`config.mk`:
```
export PLATFORM = sky130hd
export DESIGN_NAME = booth_mul_seq
export DESIGN_NICKNAME = d
export VERILOG_FILES = /design/src/rtl/booth_mul_seq.sv
export SDC_FILE = /design/constraint.sdc
export NUM_CORES = 1
export LEC_CHECK = 0
export ABC_AREA = 1
export CAP_MARGIN = 20
export CORE_MARGIN = 4
export CORE_UTILIZATION = 59
export DETAILED_ROUTE_END_ITERATION = 6
export MAX_ROUTING_LAYER = met4
export PLACE_DENSITY = 0.95
export SYNTH_ARGS = -nofsm -noshare
export SYNTH_HDL_FRONTEND = slang
export SYNTH_SLANG_ARGS = --single-unit
```
`constraint.sdc`:
```
create_clock -name clk -period 5.9 [get_ports clk]
set_input_delay 0.885 -clock clk [delete_from_list [all_inputs] [get_ports clk]]
set_output_delay 0.885 -clock clk [all_outputs]
set_load 0.01 [all_outputs]
```
`src/rtl/booth_mul_seq.sv`:
```
// Sequential radix-2 Booth multiplier: one shared add/sub/shift datapath reused
// over WIDTH+1 cycles behind a start/busy/done handshake, signed or unsigned.
module booth_mul_seq #(
  parameter int WIDTH = 8
) (
  input  logic               clk,
  input  logic               rst_n,
  input  logic               start,
  input  logic               is_signed,
  input  logic [WIDTH-1:0]   a,
  input  logic [WIDTH-1:0]   b,
  output logic               busy,
  output logic               done,
  output logic [2*WIDTH-1:0] product
);

  localparam int CW = $clog2(WIDTH + 1);

  typedef enum logic {IDLE, RUN} state_e;

  state_e               state_q;
  logic [CW-1:0]        cnt_q;
  logic [WIDTH+1:0]     acc_q;
  logic [WIDTH:0]       q_q;
  logic [WIDTH:0]       m_q;
  logic                 q1_q;
  logic                 busy_q;
  logic                 done_q;
  logic [2*WIDTH-1:0]   prod_q;

  logic [WIDTH:0]       aExt;
  logic [WIDTH:0]       bExt;
  logic [WIDTH+1:0]     mExt;
  logic [WIDTH+1:0]     stepSum;
  logic [WIDTH+1:0]     acc_d;
  logic [WIDTH:0]       q_d;
  logic                 q1_d;

  // One extra bit lets unsigned operands ride through the signed Booth recoding.
  assign aExt = {is_signed & a[WIDTH-1], a};
  assign bExt = {is_signed & b[WIDTH-1], b};

  always_comb begin
    mExt    = {m_q[WIDTH], m_q};
    stepSum = acc_q;
    case ({q_q[0], q1_q})
      2'b01:   stepSum = acc_q + mExt;
      2'b10:   stepSum = acc_q - mExt;
      default: stepSum = acc_q;
    endcase
    {acc_d, q_d, q1_d} = {stepSum[WIDTH+1], stepSum, q_q};
  end

  always_ff @(posedge clk or negedge rst_n) begin
    if (!rst_n) begin
      state_q <= IDLE;
      cnt_q   <= '0;
      acc_q   <= '0;
      q_q     <= '0;
      m_q     <= '0;
      q1_q    <= 1'b0;
      busy_q  <= 1'b0;
      done_q  <= 1'b0;
      prod_q  <= '0;
    end else begin
      done_q <= 1'b0;
      case (state_q)
        IDLE: begin
          if (start) begin
            m_q     <= aExt;
            q_q     <= bExt;
            q1_q    <= 1'b0;
            acc_q   <= '0;
            cnt_q   <= '0;
            busy_q  <= 1'b1;
            state_q <= RUN;
          end
        end
        RUN: begin
          acc_q <= acc_d;
          q_q   <= q_d;
          q1_q  <= q1_d;
          cnt_q <= cnt_q + CW'(1);
          // The final step's shifted value goes straight to the product register.
          if (cnt_q == CW'(WIDTH)) begin
            prod_q  <= {acc_d[WIDTH-2:0], q_d};
            done_q  <= 1'b1;
            busy_q  <= 1'b0;
            state_q <= IDLE;
          end
        end
        default: state_q <= IDLE;
      endcase
    end
  end

  assign busy    = busy_q;
  assign done    = done_q;
  assign product = prod_q;

endmodule

```
# Word-level counts from Yosys, hierarchy flattened
# Cells that the tools add are included.
# Widths: inputs -> output; s select.
# op_classes
reduce_logical,3
n_bitwise,3
n_eq_ne,5
add_sub_neg,3
muxes,17
# op_table
op,count
$pmux 10 s2,2
$pmux 9 s2,1
$add 10x10->10,1
$mux 10,1
$sub 10x10->10,1
$mux 9,1
$pmux 4 s2,1
$mux 1,7
$pmux 1 s2,3
$reduce_and 2->1,3
$add 4x1->4 const B,1
$eq 4x4->1 const B,1
$mux 4,1
$and 1x1->1,2
$eq 2x1->1 const B,1
$eq 2x2->1 const B,1
$ne 2x1->1 const B,1
$ne 2x2->1 const B,1
$not 1->1,1
# totals
input_bits,20
register_bits,52
output_inout_bits,18
wordCells,40

# Depth between registers and ports, before layout
# Gate-level depths: netlist of run 1.
# logic_depth
depth_word,3
ltp_mapped,19
ltp_nobuf,18

# Worst setup path after synthesis of run 1
# Ideal clock, no wire load.
# synth_timing
kind,flip-flop to flip-flop
start,register q1_q
end,register acc_q[8]
path_slack_ns,3.625
synth_period_minus_slack_ns,2.275
stages_incl_launch_ff,18
t_required_ns,5.779
n_path_buf,1
arrival_time_ns,2.154
setup_ns,0.121
cell_sequence,dfrtp_1 -> inv_1 -> ha_1 -> clkbuf_1 -> inv_1 -> a21oi_1 -> xor2_1 -> inv_1 -> ha_1 -> nand2_2 -> nor2_2 -> inv_1 -> nor3_2 -> nor2_1 -> inv_1 -> nand2_1 -> nand3_2 -> nand2_2
# synth_between
elab_chain_cells,3
word_cells_on_any_way,4
classes_between,eq/ne (2); mux (2)
# synth_lines
element,line,text
start: declaration,26,logic q1_q;
start signal: assignment,82,q1_q <= q1_d;
$eq 2x2->1 / $eq 2x1->1 (equally long branches),46,"case ({q_q[0], q1_q})"
$pmux 10 s2 *,46,
$pmux 10 s2 *,67,case (state_q)
end signal: assignment,58,acc_q <= '0;
end signal: assignment,73,acc_q <= '0;
end signal: assignment,80,acc_q <= acc_d;
end: declaration,23,logic [WIDTH+1:0] acc_q;
# Every way passes the cells marked *; elsewhere a longest branch is shown, timed or not.
# A chain may end at the register's enable or synchronous reset.

# Worst setup path after layout of run 1
# layout_timing
start,register m_q[0]
end,register acc_q[8]
# layout_between
elab_chain_cells,3
word_cells_on_any_way,4
classes_between,add/sub (2); mux (2)
# layout_lines
element,line,text
start: declaration,25,logic [WIDTH:0] m_q;
start signal: assignment,70,m_q <= aExt;
$sub 10x10->10 / $add 10x10->10 (equally long branches),"48, 47",
$pmux 10 s2 *,46,
$pmux 10 s2 *,67,
# Marked as above.

==> results of run 1 <==
[kinds of logic after synthesis]
logic type	share of synthesized area, %
flops	45.4
fa+ha+maj	6.50
xor+xnor	2.18
buf+inv	9.09
simple gates	23.7
compound gates	13.1
[synthesized netlist by cell type (2+ instances only)]
master / instances
inv_1: 43
clkbuf_1: 2
inv_2: 9
nor2_2: 3
xor2_1: 7
o221ai_1: 8
a21oi_1: 9
buf_2: 5
ha_1: 13
o211ai_1: 2
nand4_1: 3
nand2_2: 5
nand3_2: 4
nand3_1: 13
o21ai_1: 14
dfrtp_1: 51
a31oi_1: 3
nor2_1: 13
o22ai_1: 3
o21ai_0: 20
nand2_1: 104
[layer usage]
| metal | vias up | part of all wire [%] |
|---|---|---|
| li1 | 1194 | - |
| met1 | 1090 | 47 |
| met2 | 59 | 47 |
| met3 | 9 | 4.3 |
| met4 | 0 | 1.6 |
| met5 | - | 0 |
[metrics by stage]
stage | area (sq um) | util (%) | setup slack, ns | hold WS [ns]
global route | 3310 | 73.9 | 3.12 | 0.421
CTS | 3290 | 73.5 | 3.40 | 0.488
floorplan | 2810 | - | 3.62 | 0.470
detailed placement | 3190 | 71.3 | 3.45 | 0.465
finish | 3310 | 73.9 | 3.40 | 0.420
global placement | 3190 | 71.3 | 3.57 | 0.462
[flip-flops by register name (all words and copies together) (netlist names)]
register  cells
state_q       1
product      16
q1_q          1
q_q           9
acc_q         9
done          1
busy          1
m_q           9
cnt_q         4
[final cells by class]
type	count	share of cell area, %
Clock buffer	6	2.50
Sequential cell	51	38.6
Timing Repair Buffer	38	11.7
Multi-Input combinational cell	234	38.6
Inverter	54	6.17
Clock inverter	2	0.492
Tap cell	52	1.97
[how the worst max path moves through the flow]
| stage | depth (start not counted) | end | startpoint | slack [ns] |
|---|---|---|---|---|
| finish | 16 | acc_q[8] | m_q[0] | 3.40 |
| global route | 16 | acc_q[8] | m_q[0] | 3.12 |
| CTS | 16 | acc_q[8] | m_q[0] | 3.40 |
| detailed placement | 16 | acc_q[8] | m_q[0] | 3.45 |
| global placement | 14 | acc_q[7] | q1_q | 3.57 |
| floorplan | 17 | acc_q[8] | q1_q | 3.62 |
[worst max-delay path, cell delays in order, from the launching register on]
cell and delay [ns]:
dfrtp_1 0.41, inv_1 0.09, ha_1 0.18, nand2_1 0.10, o31ai_1 0.30, xor2_1 0.18, inv_1 0.06, ha_1 0.38
nand2_2 0.10, nor2_2 0.13, inv_1 0.05, nor3_2 0.14, nor2_1 0.09, inv_1 0.06, nand2_1 0.06, nand3_2 0.06
nand2_2 0.04
==> impl_results.md, run 1 <==
- Clock Tree Buf Depth: 2
- Vias per cell: 5.38
- Fmax: 399 MHz
- Post-synth top area cell: dfrtp_1
- Met2 Usage GRT: 33.3%
- Max Slew Vio Count: 0
- Largest net degree at the start of global routing: 52
- CTS tree: done
- Clock Skew: 0.00814 ns
- Final setup violation count: 0
- Hold crit path type: input port to async pin
- ANT cells: 0
- Net Count, Synth: 382
- FF+latch count, synth: 51
- CTS root buf: clkbuf_8
- Worst skew pair latency: 0.31 ns
- Post-synth EDFFs: 0
- Critical path type: flip-flop to flip-flop
- Share of layout cells above drive strength 1: 9.35%
- Reg2Reg Launch Point: m_q[0]
- CP max FO: 6
- Vias in the first global route: 2,291
- Rows: 24
- Final Hold Fails: 0
- Aggregate negative setup slack: 0 ns
- Top cells by area, synth: dfrtp_1 45%, nand2_1 14%, ha_1 5.8%, inv_1 5.7%, o21ai_0 3.6%
- Critical path endpoint category: flip-flop
- # nets final: 418
- DR DRC count: 0
- FF/Latch Area: 1280 sq um
- Clock slew at reported path FFs: 0.10 ns
- Drt first pass iters: 4
- Die Y: 77 microns
- Max_cap viols: 0
- Hold Buf Count CTS: 0
- Initial Util: 62.8%
- GRT met1 Usage: 27.8%
- Worst Max-Slew Pin Slew: 0.538 ns
- DIE AREA: 5930 sq um
- Via Count: 2,352
- Seq/Total Area, Yosys: 45.4%
- Req. time, crit path: 6.11 ns
- Setup bufs post-CTS: 0
- Fraction of registers with async set/reset: 100%
- Global-route wire length before repair: 10.1 mm
- Period utilization: 42.5%
- Area grow syn2layout: 17.7%
- Top_reg_cell synth: dfrtp_1
- R2R Setup Slk: 3.40 ns
- H-tree levels: 2
- Antenna violation net count after detailed routing: 0
- Final wirelength: 5.67 mm
- Post-route insts no fill: 437
- CTS sink count: 51
- Post-Place Cells: 428
- Outcome: completed
- Core area: 4470 sq um
- Synth Warn #: 0
- Fillers: 327
- CP arrival: 2.71 ns
- FF-to-FF End: acc_q[8]
- Cts repair resizes: 0
- HPWL after DPL: 4.26 mm
- IO Count: 38
- Die Wd: 77 microns
- Wire per inst: 13.0 microns
- Period minus WS final: 2.50 ns
- GRT overflow: 0
- Yosys cell types: 35
- Port Buffers: 37
- Commonest non-fill, non-tap cells in the layout: 104 x nand2_1, 51 x dfrtp_1, 43 x inv_1
- Multi-input logic area: 1280 sq um
- Syn_area_per_cell: 8.07 sq um
- Commonest non-fill, non-tap cell in the layout: nand2_1
- CP Launch Type: flip-flop
- Mapped Cells: 348
- Worst rel slew slack: 64.1%
- Share of the synthesized area in the top cell type: 45.4%
- M3 GR Usage: 3.51%
- Gr usage total: 21.4%
- DRT iter0 DRCs: 153
- FF-to-FF path depth: 16
- Initial antenna violation count: 0
- Most Used Layer, Global Route: met2
- Num CTS Buffers: 5
- Synthesized cell area: 2810 sq um
- Gpl congestion: 0.958
- RSZ-0062 raised after global routing: no
Power of run 1 is left out: the tool's default activity adds up to more than one toggle a clock period on the data nets, which glitch-free logic cannot reach.
==> inputs of run 2 (changes only) <==
- CORE_UTILIZATION: 59 -> 55
- PLACE_DENSITY: 0.95 -> 0.91
- clock period: 5.9 -> 2.6 ns (I/O delays scaled with it)
==> run 2 against run 1 <==
Cell area is 2.1% higher. Routed wire length rose by 14%. Core utilization decreased by 4.3 points. Hold slack lost 0.00095 ns. Global-route usage up 1.6 points. Flip-flop and latch count unchanged. Sequential share of layout area is 0.79 points lower. Clock skew increased by 0.0031 ns. Setup slack worse by 3.2 ns. Register-to-register slack lost 3.2 ns. Fmax increased by 3.4%.
==> impl_results.md, run 2 (synthesized netlist as in run 1, its figures left out) <==
- Period utilization: 93.1%
- Worst rel slew slack: 64.9%
- Post-route insts no fill: 455
- Max_cap viols: 0
- CP arrival: 2.61 ns
- Wire per inst: 14.2 microns
- GRT overflow: 0
- Setup bufs post-CTS: 0
- IO Count: 38
- Worst skew pair latency: 0.31 ns
- Largest register FFs: 16
- Fillers: 372
- Num CTS Buffers: 5
- Antenna violation net count after detailed routing: 0
- CTS sink count: 51
- Gpl congestion: 0.902
- RSZ-0062 raised after global routing: no
- Clock Skew: 0.0112 ns
- Gr usage total: 23.0%
- Commonest non-fill, non-tap cell in the layout: nand2_1
- FF-to-FF path depth: 15
- Req. time, crit path: 2.79 ns
- Final setup violation count: 0
- Via Count: 2,423
- Global-route wire length before repair: 11.0 mm
- # nets final: 421
- Rows: 25
- Core area: 4850 sq um
- Dpl cell area: 3230 sq um
- CP max FO: 4
- ANT cells: 0
- Final Hold Fails: 0
- Largest net degree at the start of global routing: 29
- Fmax: 413 MHz
- CTS root buf: clkbuf_8
- Critical path type: flip-flop to flip-flop
- Final wirelength: 6.46 mm
- Max Slew Vio Count: 0
- Min Hold Slack: 0.419 ns
- Commonest non-fill, non-tap cells in the layout: 104 x nand2_1, 51 x dfrtp_1, 43 x inv_1
- Aggregate negative setup slack: 0 ns
- Initial Util: 57.9%
- DR DRC count: 0
- Critical path endpoint category: flip-flop
- Die Y: 79.5 microns
- DRT iter0 DRCs: 202
- H-tree levels: 2
- Share of layout cells above drive strength 1: 11.3%
- Area grow syn2layout: 20.2%
- Period minus WS final: 2.42 ns
- Die Wd: 79.5 microns
- Final instance area: 3380 sq um
- Initial antenna violation count: 0
- Vias per cell: 5.33
- Clock Tree Buf Depth: 2
- Vias in the first global route: 2,495
- DIE AREA: 6310 sq um
- Outcome: completed
- CP Launch Type: flip-flop
- Worst Max-Slew Pin Slew: 0.526 ns
- Clock slew at reported path FFs: 0.10 ns
- Port Buffers: 37
- Hold crit path type: input port to async pin
- HPWL after DPL: 4.68 mm
- CTS tree: done
- Post-Place Cells: 446
- Drt first pass iters: 4
## run 2: stage by stage
stage / worst slack [ns] / utilization (%)
after CTS: 0.0881 / 68.8
final: 0.178 / 69.6
after detailed placement: 0.139 / 66.6
after global routing: 0.0239 / 69.6
after global placement: 0.255 / 66.6
after floorplan: 0.325 / -
## run 2: final timing paths
kind                        startpoint           to  slack [ns]
min in group clk           product[14]  product[14]        0.48
max in group asynchronous        rst_n   product[4]        1.65
min reg2reg                product[14]  product[14]        0.48
max reg2reg                     m_q[2]     acc_q[7]        0.18
min                              rst_n     cnt_q[0]        0.42
max                             m_q[2]     acc_q[7]        0.18
## run 2: repair_timing
item | CTS | global route
gates resized for setup | 0 | 9
hold buffers | 1 | 0
hold endpoints to repair | 5 | 0
endpoints found under the setup margin | 0 | 7
## run 2: final cells by class
cell class | instances | area, sq um | area share (%)
clock buffers | 6 | 82.6 | 2.45
flip-flops and latches | 51 | 1280 | 37.8
clock inverters | 2 | 13.8 | 0.408
well taps | 67 | 83.8 | 2.48
inverters | 54 | 204 | 6.04
repair buffers | 41 | 398 | 11.8
multi-input cells | 234 | 1320 | 39.0
## run 2: routing by layer
metal  up-vias  part of all wire [%]  wire length, microns  GRT usage [%]
met1      1147                    41                  2650           26.1
li1       1199                     -                     -              -
met3        16                   5.2                   335           4.51
met5         -                     0                     0              -
met2        61                    51                  3300           39.7
met4         0                   2.6                   169           9.28
## run 2: worst max-delay path, cell delays in order (launching register included)
cell and delay, ns:
dfrtp_1 0.40, inv_2 0.08, nand2_1 0.05, nor2_1 0.17, nor2_1 0.10, a21oi_1 0.15
xor2_1 0.18, inv_1 0.06, ha_1 0.33, a21oi_2 0.20, o21a_1 0.14, nand2_1 0.07
nand2_1 0.06, nand2_1 0.04, o21ai_1 0.18, nand2_1 0.08
Power of run 2 is left out for the same reason.
